File: src/rtl/branch_resolve_update.sv
// Execute-stage branch resolve: registered one-cycle flush/redirect on mispredict, BTB updates
// queued in a small FIFO (dropped when full and not draining); BRU_STATS_EN adds event counters.
module branch_resolve_update #(
   parameter int DATA_WIDTH = 32,
   parameter int BTB_ROWS   = 16,
   parameter int UPD_DEPTH  = 2,
   localparam int IDX_W     = $clog2(BTB_ROWS)
) (
   input  logic                  clk,
   input  logic                  rst,
   input  logic                  br_valid_e,
   input  logic                  br_type_e,
   input  logic [DATA_WIDTH-1:0] PC_e,
   input  logic [DATA_WIDTH-1:0] target_e,
   input  logic                  taken_e,
   input  logic                  pred_hit_e,
   input  logic                  pred_taken_e,
   input  logic [DATA_WIDTH-1:0] pred_target_e,
   input  logic [1:0]            pred_ctr_e,
   output logic                  flush,
   output logic [DATA_WIDTH-1:0] redirect_PC,
   output logic                  btb_wr_valid,
   input  logic                  btb_wr_ready,
   output logic [IDX_W-1:0]      btb_wr_idx,
   output logic [DATA_WIDTH-1:0] btb_wr_tag,
   output logic [DATA_WIDTH-1:0] btb_wr_target,
   output logic [1:0]            btb_wr_pred,
   output logic                  btb_wr_type
`ifdef BRU_STATS_EN
   ,
   output logic [31:0]           stat_branches,
   output logic [31:0]           stat_mispred,
   output logic [31:0]           stat_dropped
`endif
);

   localparam int PTR_W = $clog2(UPD_DEPTH);
   localparam logic [PTR_W:0] DEPTH_C = (PTR_W+1)'(UPD_DEPTH);

   typedef struct packed {
      logic [IDX_W-1:0]      idx;
      logic [DATA_WIDTH-1:0] tag;
      logic [DATA_WIDTH-1:0] target;
      logic [1:0]            pred;
      logic                  typ;
   } upd_t;

   logic                  flush_q, flush_d;
   logic [DATA_WIDTH-1:0] redirect_q, redirect_d;
   upd_t                  fifo_q [UPD_DEPTH];
   upd_t                  fifo_d [UPD_DEPTH];
   logic [PTR_W-1:0]      wr_ptr_q, wr_ptr_d, rd_ptr_q, rd_ptr_d;
   logic [PTR_W:0]        cnt_q, cnt_d;
   logic                  accept, mispred, wr_req, full, pop, push, drop;
   upd_t                  new_upd, head;

   always_comb begin
      // Instr in execute while flush is high is wrong-path and must not train.
      accept  = br_valid_e && !flush_q;
      mispred = (taken_e != pred_taken_e) || (taken_e && (pred_target_e != target_e));

      wr_req         = 1'b0;
      new_upd        = '0;
      new_upd.idx    = PC_e[IDX_W+1:2];
      new_upd.tag    = PC_e;
      new_upd.target = target_e;
      new_upd.typ    = br_type_e;
      new_upd.pred   = 2'b11;
      if (br_type_e) begin
         wr_req = 1'b1;
      end else if (pred_hit_e) begin
         wr_req = 1'b1;
         if (taken_e)
            new_upd.pred = (pred_ctr_e == 2'b11) ? 2'b11 : pred_ctr_e + 2'd1;
         else
            new_upd.pred = (pred_ctr_e == 2'b00) ? 2'b00 : pred_ctr_e - 2'd1;
      end else if (taken_e) begin
         wr_req       = 1'b1;
         new_upd.pred = 2'b10;
      end

      full = (cnt_q == DEPTH_C);
      pop  = (cnt_q != '0) && btb_wr_ready;
      push = accept && wr_req && (!full || pop);
      drop = accept && wr_req && full && !pop;

      flush_d    = accept && mispred;
      redirect_d = redirect_q;
      if (flush_d)
         redirect_d = taken_e ? target_e : PC_e + DATA_WIDTH'(4);

      fifo_d   = fifo_q;
      wr_ptr_d = wr_ptr_q;
      rd_ptr_d = rd_ptr_q;
      if (push) begin
         fifo_d[wr_ptr_q] = new_upd;
         wr_ptr_d         = wr_ptr_q + PTR_W'(1);
      end
      if (pop)
         rd_ptr_d = rd_ptr_q + PTR_W'(1);
      cnt_d = cnt_q + (PTR_W+1)'(push) - (PTR_W+1)'(pop);
   end

   always_ff @(posedge clk or posedge rst) begin
      if (rst) begin
         flush_q    <= 1'b0;
         redirect_q <= '0;
         wr_ptr_q   <= '0;
         rd_ptr_q   <= '0;
         cnt_q      <= '0;
         for (int i = 0; i < UPD_DEPTH; i++)
            fifo_q[i] <= '0;
      end else begin
         flush_q    <= flush_d;
         redirect_q <= redirect_d;
         wr_ptr_q   <= wr_ptr_d;
         rd_ptr_q   <= rd_ptr_d;
         cnt_q      <= cnt_d;
         fifo_q     <= fifo_d;
      end
   end

   assign flush        = flush_q;
   assign redirect_PC  = redirect_q;
   assign head         = fifo_q[rd_ptr_q];
   assign btb_wr_valid = (cnt_q != '0);
   assign btb_wr_idx    = btb_wr_valid ? head.idx    : '0;
   assign btb_wr_tag    = btb_wr_valid ? head.tag    : '0;
   assign btb_wr_target = btb_wr_valid ? head.target : '0;
   assign btb_wr_pred   = btb_wr_valid ? head.pred   : '0;
   assign btb_wr_type   = btb_wr_valid ? head.typ    : 1'b0;

`ifdef BRU_STATS_EN
   logic [31:0] stat_br_q, stat_br_d, stat_mis_q, stat_mis_d, stat_drop_q, stat_drop_d;

   always_comb begin
      stat_br_d   = (accept && stat_br_q != '1) ? stat_br_q + 32'd1 : stat_br_q;
      stat_mis_d  = (flush_d && stat_mis_q != '1) ? stat_mis_q + 32'd1 : stat_mis_q;
      stat_drop_d = (drop && stat_drop_q != '1) ? stat_drop_q + 32'd1 : stat_drop_q;
   end

   always_ff @(posedge clk or posedge rst) begin
      if (rst) begin
         stat_br_q   <= '0;
         stat_mis_q  <= '0;
         stat_drop_q <= '0;
      end else begin
         stat_br_q   <= stat_br_d;
         stat_mis_q  <= stat_mis_d;
         stat_drop_q <= stat_drop_d;
      end
   end

   assign stat_branches = stat_br_q;
   assign stat_mispred  = stat_mis_q;
   assign stat_dropped  = stat_drop_q;
`endif

endmodule
File: config.mk
export PLATFORM = sky130hd
export DESIGN_NAME = branch_resolve_update
export DESIGN_NICKNAME = d
export VERILOG_FILES = /design/src/rtl/branch_resolve_update.sv
export SDC_FILE = /design/constraint.sdc
export NUM_CORES = 1
export LEC_CHECK = 0
export CORE_MARGIN = 5
export CORE_UTILIZATION = 31
export DETAILED_ROUTE_END_ITERATION = 6
export SYNTH_ARGS = -nofsm -noshare
export SYNTH_HDL_FRONTEND = slang
export SYNTH_SLANG_ARGS = --single-unit
File: constraint.sdc
create_clock -name clk -period 9.1 [get_ports clk]
set_input_delay 1.82 -clock clk [delete_from_list [all_inputs] [get_ports clk]]
set_output_delay 1.82 -clock clk [all_outputs]
set_load 0.02 [all_outputs]
==> impl_results.md, run 1 <==
- Run status: complete, no violations
- Clock Power Share: 19.4%
- Core Rows: just over 60
- Combinational power share: 48.6%
- Port Buffers: 210
- Startpoint types: flop
- Max Cap Viol: 0
- Seq pwr share: 31.9%
- DP Cell Count: 1289
- Initial antenna violation count: 1
- Post-Syn Area per Cell: 11.7 um2
- Clock root buffer: clkbuf_16
- Via count of the first global-routing pass: 6575
- Cts bufs inserted: 17
- Peak VDD IR: between 200 and 250 uV
- WL/cell: 20.0 um
- Type of the tightest min-delay check: reg2reg
- Post-synthesis cell type count: 32
- Global Route Usage Sum: ~17%
- Synthesis Warnings: 0
- CTS max path bufs: 2
- Wirelength, routed: 26500 um
- Initial DRC Count: ~360
- Sequential area share after synthesis: 49.5%
- Num Clock Sinks: 171
- Layout cells sized above 1: 21.4%
- Core Region: 27600 um2
- Clock period minus final worst setup slack: 4.85 ns
- Post-CTS setup repair buffer count: 0
- Die Width: ~180 um
- Sw Ratio: 36.6%
- Largest net degree at the start of global routing: 103
- Crit end category: output pin
- FMAX: between 0.2 and 0.25 GHz
- Power per cell area: 352 nW/um2
- Post-cts sizing count: 0
- Placer Congestion: 0.784
- DRC: 0
- Clock Latency Late Sink: 0.43 ns
- Skew final: 0.0108 ns
- Reg-to-reg endpoint: fifo_q[111]$_DFFE_PP0P_
- Final hold violations: 0
- Chip Height: 177 um
- Total grt overflow: 0
- RSZ-0062 raised after global routing: no
- Worst reg-to-reg setup slack: 6.49 ns
- Die Area: 31300 um2
- Final Max Slew Viols: 0
- R2R cell count: 6
- CTS H-tree depth: 4
- Synth Net Count: 847
- Routed via count: 6245
- CP Class: reg2out
- Post-Syn Instances: 738
- Clock transition at path regs: 0.07 ns
- #FFs+latches synth: 171
- FF-to-FF Start: flush$_DFF_PP0_
- Final nets: 1039
- Post-Syn Area: slightly below 9000 um2
- Critical path data required time: 7.28 ns
- Setup TNS: 0 ns
- Initial DRT Pass Iterations: 4
- Hold depth: 2
- Fin crit share: 53.3%
- Hold Crit Start: fifo_q[61]$_DFFE_PP0P_
- Switching pwr: 1510 uW
- Hold endpoint: fifo_q[61]$_DFFE_PP0P_
- Post-route insts no fill: 1321
- Area grow syn2layout: 36.0%
- CTS tree: built
- Pint: around 2600 uW
- Leakage: 0.00487 uW
- Starting density of the core: 31.3%
- Worst relative slew slack: 31.4%
- DR vias/cell: approximately 4.7
- Global-route wire length before repair: 40700 um
- Num ports: between 200 and 250
- Post-DP HPWL: 19300 um
- CP arrival: between 3 and 4 ns
- Setup-failing EPs final: 0
- Worst slew pin tran: 1.03 ns
- Cts hold-fix bufs: 0
- Post-route ant nets: 0
- Critical path peak fanout: 37
-- cells in the mapped netlist --
| cell | n | area share, % |
|---|---|---|
| buf_2 | 8 | 0.46 |
| ha_1 | 3 | 0.43 |
| mux2i_1 | 78 | 9.0 |
| and4_1 | 2 | 0.20 |
| maj3_1 | 1 | 0.12 |
| inv_1 | 16 | 0.69 |
| and2_1 | 2 | 0.14 |
| nor2_1 | 82 | 3.6 |
| clkbuf_1 | 22 | 0.96 |
| a21oi_1 | 7 | 0.41 |
| nor3b_1 | 1 | 0.087 |
| nand4_1 | 14 | 1.0 |
| nor3_2 | 1 | 0.12 |
| xnor2_1 | 53 | 5.4 |
| nand2_1 | 35 | 1.5 |
| o22ai_1 | 1 | 0.072 |
| and3_1 | 2 | 0.14 |
| nor4_1 | 6 | 0.43 |
| nand3_1 | 10 | 0.58 |
| buf_6 | 1 | 0.13 |
| nand4_4 | 1 | 0.25 |
| or4_4 | 2 | 0.26 |
| mux2_2 | 156 | 20 |
| o21ai_0 | 27 | 1.6 |
| dfrtp_1 | 171 | 50 |
| o311ai_1 | 1 | 0.10 |
| o31ai_1 | 1 | 0.087 |
| xor2_1 | 11 | 1.1 |
| buf_1 | 9 | 0.39 |
| buf_4 | 4 | 0.35 |
| nor3_1 | 9 | 0.52 |
| nand2b_1 | 1 | 0.072 |
-- power by group through the flow --
| stage | registers, uW | logic, uW | clock network, uW |
|---|---|---|---|
| after detailed placement | 1340 | 2040 | 0 |
| after global placement | 1330 | 2030 | 0 |
| after global routing | 1370 | 2170 | 861 |
| after CTS | 1320 | 2050 | 825 |
| final | 1320 | 2010 | 805 |
| after floorplan | 1280 | 1210 | 0 |
-- stage by stage --
stage | worst slack [ns] | hold WS [ns] | util (%) | power, uW | instance area, um2
global placement | 4.39 | 0.462 | 40.2 | 3350 | 11100
CTS | 4.20 | 0.489 | 42.5 | 4200 | 11800
floorplan | 2.65 | 0.450 | - | 2490 | 8640
finish | 4.25 | 0.485 | 42.6 | 4140 | 11800
global route | 4.11 | 0.511 | 42.6 | 4400 | 11800
detailed placement | 4.35 | 0.475 | 40.2 | 3370 | 11100
-- cell type report --
| class | count | area (um2) |
|---|---|---|
| Timing Repair Buffer | 217 | 2150 |
| Multi-Input combinational cell | 507 | 4140 |
| Sequential cell | 171 | 4280 |
| Tap cell | 378 | 473 |
| Fill cell | 2673 | 15900 |
| Antenna cell | 1 | 2.50 |
| Clock inverter | 10 | 190 |
| Inverter | 16 | 65.1 |
| Clock buffer | 21 | 450 |
-- worst max-delay path by stage --
stage | from | to | slack [ns] | depth (start not counted)
after floorplan | rst | cnt_q[0]$_DFF_PP0_ | 2.65 | 1
after global placement | target_e[1] | redirect_PC[31]$_DFFE_PP0P_ | 4.39 | 7
after detailed placement | target_e[1] | redirect_PC[28]$_DFFE_PP0P_ | 4.35 | 7
after CTS | rd_ptr_q$_DFFE_PP0P_ | btb_wr_tag[26] | 4.20 | 4
after global routing | rd_ptr_q$_DFFE_PP0P_ | btb_wr_tag[26] | 4.11 | 4
final | rd_ptr_q$_DFFE_PP0P_ | btb_wr_tag[26] | 4.25 | 4
-- logic make-up (layout without fill, tap and decap cells) --
family	count (synthesis)	in the layout	share of synthesized area, %
xor gates and xnor gates	64	64	6.48
other	0	1	0
buffers and inverters	60	264	2.98
DFF	171	171	49.5
and+or+nand+nor	168	168	8.90
AOI/OAI and AO/OA	37	37	2.23
adders and majority gates	4	4	0.550
muxes	234	234	29.4
-- critical path, stage by stage, from the launching register on --
cell and delay [ns]:
dfrtp_4 0.84, buf_4 0.69, mux2i_1 0.17, nor2_1 0.19, clkdlybuf4s50_1 0.64
-- state kept, by name (all words and copies together) (netlist names) --
signal       cells
cnt_q            2
fifo_q         134
flush            1
rd_ptr_q         1
redirect_PC     32
wr_ptr_q         1
-- cells in the final DEF, fill, tap and decap left out, drive strengths merged, types with 10 or more instances in the layout --
| master | n |
|---|---|
| clkbuf | 21 |
| dfrtp | 171 |
| mux2 | 156 |
| nand3 | 10 |
| inv | 17 |
| nor2 | 82 |
| nand2 | 35 |
| mux2i | 78 |
| xnor2 | 53 |
| nand4 | 15 |
| o21ai | 27 |
| clkdlybuf4s50 | 209 |
| xor2 | 11 |
| nor3 | 10 |
-- routing by layer --
| layer | global-route usage (%) | vias to the layer above | part of all wire (%) |
|---|---|---|---|
| met5 | 0 | - | 0 |
| met4 | 5.25 | 0 | 2.1 |
| met3 | 3.57 | 29 | 4.7 |
| met2 | 26.8 | 149 | 46 |
| met1 | 23.8 | 3121 | 47 |
| li1 | - | 2946 | - |
Power figures use the tool's default switching activity.
==> run 2: changes to the inputs <==
- clock period: 9.1 -> 4.5 ns (I/O delays scaled with it)
==> impl_results.md, run 2 (same netlist as run 1, synthesis figures left out) <==
- Final Max Slew Viols: 0 (unchanged)
- Initial DRC Count: 321 (-11%)
- Design Area, Final: 11800 um2 (about the same)
- Post-route ant nets: 0 (unchanged)
- Crit end category: output pin
- Cts hold-fix bufs: 0 (unchanged)
- Max Cap Viol: 0 (unchanged)
- Chip Height: 177 um (unchanged)
- Worst-path cell chain: buf_12 -> mux2i_1 -> nor2_1 -> clkdlybuf4s50_1
- R2R cell count: 6 (unchanged)
- Post-Place Cell Area: 11200 um2 (+0.73%)
- Placer Congestion: 0.773 (-1.4%)
- Peak VDD IR: 392 uV (+90%)
- Startpoint types: flop
- DR vias/cell: 4.71 (-0.37%)
- Setup TNS: 0 ns (unchanged)
- Core Region: 27600 um2 (unchanged)
- CTS tree: built
- Setup-failing EPs final: 0 (unchanged)
- Final nets: 1045 (+0.58%)
- Crit-path slowest cell: dfrtp_4
- Worst reg-to-reg setup slack: 2.06 ns (-4.43 ns)
- Setup WS post-layout: 1.06 ns (-3.19 ns)
- FF-to-FF Start: flush$_DFF_PP0_
- Clock Latency Late Sink: 0.42 ns (about the same)
- Clock root buffer: clkbuf_16
- Via count of the first global-routing pass: 6747 (+2.6%)
- Global Route Usage Sum: 17.1% (about the same)
- Max reg flops: 134 (unchanged)
- CTS H-tree depth: 4 (unchanged)
- Hold Crit Start: fifo_q[48]$_DFFE_PP0P_
- Post-cts sizing count: 0 (unchanged)
- Clock transition at path regs: 0.07 ns (about the same)
- CTS max path bufs: 2 (unchanged)
- Fin crit share: 76.3%
- Post-CTS setup repair buffer count: 0 (unchanged)
- Core Rows: 61 (unchanged)
- Hold endpoint: fifo_q[48]$_DFFE_PP0P_
- Cts bufs inserted: 17 (unchanged)
- Worst slew pin tran: 0.892 ns (-0.137 ns)
- Routed via count: 6250 (+0.080%)
- Power per cell area: 697 nW/um2 (+98%)
- Worst Path Buf+Inv: 2 (unchanged)
- Die Area: 31300 um2 (unchanged)
- Layout cells sized above 1: 22.2% (+0.79 points)
- Biggest register: fifo_q
- Most common cell after layout, fill and taps aside: clkdlybuf4s50_1
- Die Width: 177 um (unchanged)
- DRC: 0 (unchanged)
- Critical path peak fanout: 31 (-16%)
- Largest net degree at the start of global routing: 70 (-32%)
- Global-route wire length before repair: 40700 um (about the same)
- Initial antenna violation count: 1 (unchanged)
- Worst relative slew slack: 40.4% (+9.0 points)
- Final hold violations: 0 (unchanged)
- Wirelength, routed: 26700 um (+0.81%)
- Post-DP HPWL: 20100 um (+4.0%)
- Type of the tightest min-delay check: reg2reg
- FMAX: 0.291 GHz
- Hold depth: 2 (unchanged)
- RSZ-0062 raised after global routing: no
- Num Clock Sinks: 171 (unchanged)
- Clock period minus final worst setup slack: 3.44 ns
- Critical path data required time: 3.60 ns (-3.68 ns)
- Skew final: 0.00788 ns (-0.00291 ns)
- CP Class: reg2out
- Leakage: 0.00487 uW (about the same)
- WL/cell: 20.1 um (+0.35%)
- Place WS: 0.601 ns (-3.75 ns)
- Reg-to-reg endpoint: fifo_q[123]$_DFFE_PP0P_
- Num ports: 211 (unchanged)
- Starting density of the core: 31.3% (unchanged)
- Commonest cells after routing, fill and taps aside: 209 x clkdlybuf4s50_1, 170 x dfrtp_1, 156 x mux2_2
- CP top delay family: buffers and inverters
- Antenna Cells: 0 (-1)
- CP arrival: 2.54 ns (-0.49 ns)
- Run status: complete, no violations
- Port Buffers: 210 (unchanged)
- Total grt overflow: 0 (unchanged)
- Initial DRT Pass Iterations: 6 (+2)
- Area grow syn2layout: 36.1% (about the same)
- Crit path largest cell delay: 0.80 ns (-0.04 ns)
[run 2: changes by cell type in the layout (fill, tap and decap cells not counted), sizes merged]
cell,before,now
buf,8,14
bufinv,5,1
diode,1,0
clkinvlp,3,6
clkinv,1,3
inv,17,18
clkbuf,21,20
[run 2: per-stage QoR]
step | hold slack [ns] | cells | total power [uW] | utilization (%)
after floorplan | 0.450 | 738 | 5030 | -
after global placement | 0.461 | 1295 | 6790 | 40.5
after detailed placement | 0.475 | 1295 | 6850 | 40.5
after CTS | 0.492 | 1327 | 8320 | 42.6
after global routing | 0.512 | 1327 | 8710 | 42.6
final | 0.488 | 1327 | 8200 | 42.6
[run 2: tightest hold or removal path, stage by stage (launching register included)]
cell and delay, ns:
dfrtp_1 0.35, nand2_1 0.05, o21ai_0 0.06
[run 2: area by class of cell]
| class | instances | area (um2) |
|---|---|---|
| clock buffers | 20 | 457 |
| flip-flops and latches | 171 | 4280 |
| clock inverters | 12 | 113 |
| repair buffers | 223 | 2230 |
| inverters | 16 | 63.8 |
| fillers | 2688 | 15900 |
| multi-input cells | 507 | 4140 |
| well taps | 378 | 473 |
[run 2: layer usage]
| metal | part of all wire (%) | wire length (um) | track usage [%] |
|---|---|---|---|
| met1 | 47 | 12500 | 23.5 |
| met2 | 46 | 12300 | 26.8 |
| met3 | 5.0 | 1340 | 4.10 |
| met4 | 2.3 | 601 | 5.16 |
| met5 | 0.049 | 13 | 0 |
[run 2: worst max path at each step]
stage                     slack (ns)                  from  depth (start not counted)                           to
after floorplan                 1.42                   rst                          1           cnt_q[0]$_DFF_PP0_
after global placement          0.63           target_e[1]                          7  redirect_PC[11]$_DFFE_PP0P_
after detailed placement        0.60           target_e[1]                          7  redirect_PC[11]$_DFFE_PP0P_
after CTS                       1.04  rd_ptr_q$_DFFE_PP0P_                          4               btb_wr_tag[13]
after global routing            0.93           target_e[1]                          8  redirect_PC[18]$_DFFE_PP0P_
final                           1.06  rd_ptr_q$_DFFE_PP0P_                          4               btb_wr_tag[13]
[run 2: power by group]
| group | internal (uW) | switching, uW |
|---|---|---|
| Combinational | 2100 | 2010 |
| Clock | 796 | 641 |
| Sequential | 2230 | 428 |
| Total | 5130 | 3080 |
==> run 3: changes to the inputs <==
- clock period: 4.5 -> 3.4 ns (I/O delays scaled with it)
==> impl_results.md, run 3 (same netlist as run 1, synthesis figures left out) <==
- Post-route insts no fill: 1356 (+2.2%)
- Area grow syn2layout: 41.1%
- Post-layout power: 11300 uW (+38%)
- Max Cap Viol: 0 (unchanged)
- Startpoint types: flop
- Initial DRT Pass Iterations: 4 (-2)
- Initial antenna violation count: 1 (unchanged)
- Cts bufs inserted: 17 (unchanged)
- Via count of the first global-routing pass: 6745 (-0.030%)
- Core Rows: 61 (unchanged)
- Final Max Slew Viols: 0 (unchanged)
- Post-CTS setup repair buffer count: 0 (unchanged)
- Crit end category: output pin
- Post-DP HPWL: 20700 um (+2.7%)
- Layout cells sized above 1: 24.4% (+2.1 points)
- Run status: complete, no violations
- Die Width: 177 um (unchanged)
- FMAX: about 0.32 GHz
- Place WS: 0.215 ns (-0.386 ns)
- Core Region: 27600 um2 (unchanged)
- Worst Path Buf+Inv: 2 (unchanged)
- Hold WS: 0.492 ns (+0.00396 ns)
- DP Cell Count: 1324 (+2.2%)
- Global Route Usage Sum: 17.4% (+0.37 points)
- CP Class: reg2out
- Post-cts sizing count: 0 (unchanged)
- Critical path data required time: 2.72 ns (-0.88 ns)
- Worst slew pin tran: 0.869 ns (-0.0225 ns)
- Routed via count: 6371 (+1.9%)
- Max reg flops: 134 (unchanged)
- Peak VDD IR: 701 uV (+79%)
- Wirelength, routed: 27100 um (+1.6%)
- Biggest register: fifo_q
- Num Clock Sinks: 171 (unchanged)
- CP top delay family: buffers and inverters
- Num ports: 211 (unchanged)
- Die Area: 31300 um2 (unchanged)
- Commonest cells after routing, fill and taps aside: 209 x clkdlybuf4s50_1, 170 x dfrtp_1, 156 x mux2_2
- Crit path largest cell delay: 0.85 ns (+0.05 ns)
- Final nets: 1074 (+2.8%)
- Port Buffers: 210 (unchanged)
- Global-route wire length before repair: 41400 um (+1.8%)
- Post-route ant nets: 0 (unchanged)
- DR vias/cell: 4.70 (-0.24%)
- DRC: 0 (unchanged)
- Skew final: 0.0195 ns (+0.0116 ns)
- Worst-path cell chain: buf_12 -> mux2i_1 -> nor2_1 -> clkdlybuf4s50_1
- Final hold violations: 0 (unchanged)
- Chip Height: 177 um (unchanged)
- Clock period minus final worst setup slack: 3.12 ns
- Placer Congestion: 0.790 (+2.2%)
- CTS tree: built
- Cts hold-fix bufs: 0 (unchanged)
- Setup TNS: 0 ns (unchanged)
- RSZ-0062 raised after global routing: no
- Type of the tightest min-delay check: reg2reg
- Clock Latency Late Sink: 0.43 ns (about the same)
- WL/cell: 20.0 um (-0.60%)
- Setup-failing EPs final: 0 (unchanged)
- CTS H-tree depth: 4 (unchanged)
- Crit-path slowest cell: dfrtp_4
- Largest net degree at the start of global routing: 57 (-19%)
- Critical path peak fanout: 32 (+3.2%)
- Clock transition at path regs: 0.06 ns (about the same)
- Power per cell area: 930 nW/um2 (+33%)
- Setup WS post-layout: 0.282 ns (-0.783 ns)
- Leakage: 0.00511 uW (+5.0%)
- Starting density of the core: 31.3% (unchanged)
- Clock root buffer: clkbuf_16
- Worst relative slew slack: 41.9% (+1.5 points)
- Fill cells: 2637 (-1.9%)
- CTS max path bufs: 2 (unchanged)
- Total grt overflow: 0 (unchanged)
- CP arrival: 2.44 ns (-0.10 ns)
- Fin crit share: 91.7%
- Most common cell after layout, fill and taps aside: clkdlybuf4s50_1
- Initial DRC Count: 339 (+5.6%)
-- run 3: worst paths after layout --
| kind | startpoint | endpoint | slack (ns) | depth (start not counted) |
|---|---|---|---|---|
| worst max register to register | cnt_q[1]$_DFF_PP0_ | cnt_q[1]$_DFF_PP0_ | 1.27 | 9 |
| worst min-delay path | fifo_q[44]$_DFFE_PP0P_ | fifo_q[44]$_DFFE_PP0P_ | 0.49 | 2 |
| min in group asynchronous | rst | fifo_q[88]$_DFFE_PP0P_ | 0.78 | 2 |
| max in group asynchronous | rst | redirect_PC[18]$_DFFE_PP0P_ | 1.91 | 3 |
| worst max-delay path | rd_ptr_q$_DFFE_PP0P_ | btb_wr_tag[14] | 0.28 | 4 |
| worst min register to register | fifo_q[44]$_DFFE_PP0P_ | fifo_q[44]$_DFFE_PP0P_ | 0.49 | 2 |
-- run 3: where the power goes --
part | internal, uW | leakage (uW) | switching (uW)
Clock | 1470 | 0.000331 | 835
Combinational | 2850 | 0.00276 | 2660
Sequential | 2960 | 0.00202 | 570
Total | 7280 | 0.00511 | 4070
-- run 3: worst reg2reg max path, cell delays in order (launching register included) --
cell     delay, ns
dfrtp_1       0.43
nor2_4        0.13
buf_4         0.36
inv_1         0.14
and2_1        0.21
ha_1          0.28
inv_1         0.04
ha_1          0.18
xnor2_1       0.13
xnor2_1       0.12
-- run 3: metal layers --
layer	routed length (um)	vias up	part of all wire, %	track usage [%]
li1	-	3009	-	-
met1	13000	3181	48	24.5
met2	12300	155	45	26.8
met3	1260	26	4.6	4.21
met4	603	0	2.2	5.38
met5	0	-	0	0
-- run 3: layout make-up --
cell class	count	area, um2	share of cell area (%)
sequential	171	4280	35.1
multi-input combinational	507	4140	34.0
timing repair buffer	252	2550	20.9
clock inverter	11	240	1.97
antenna	1	2.50	0.0205
tap	378	473	3.88
inverter	16	63.8	0.523
clock buffer	20	447	3.66
-- run 3: metrics by stage --
stage               cell area, um2  util, %
finish                       12200     44.2
global route                 12200     44.2
CTS                          12200     44.2
detailed placement           11500     41.7
global placement             11500     41.7
floorplan                     8650        -
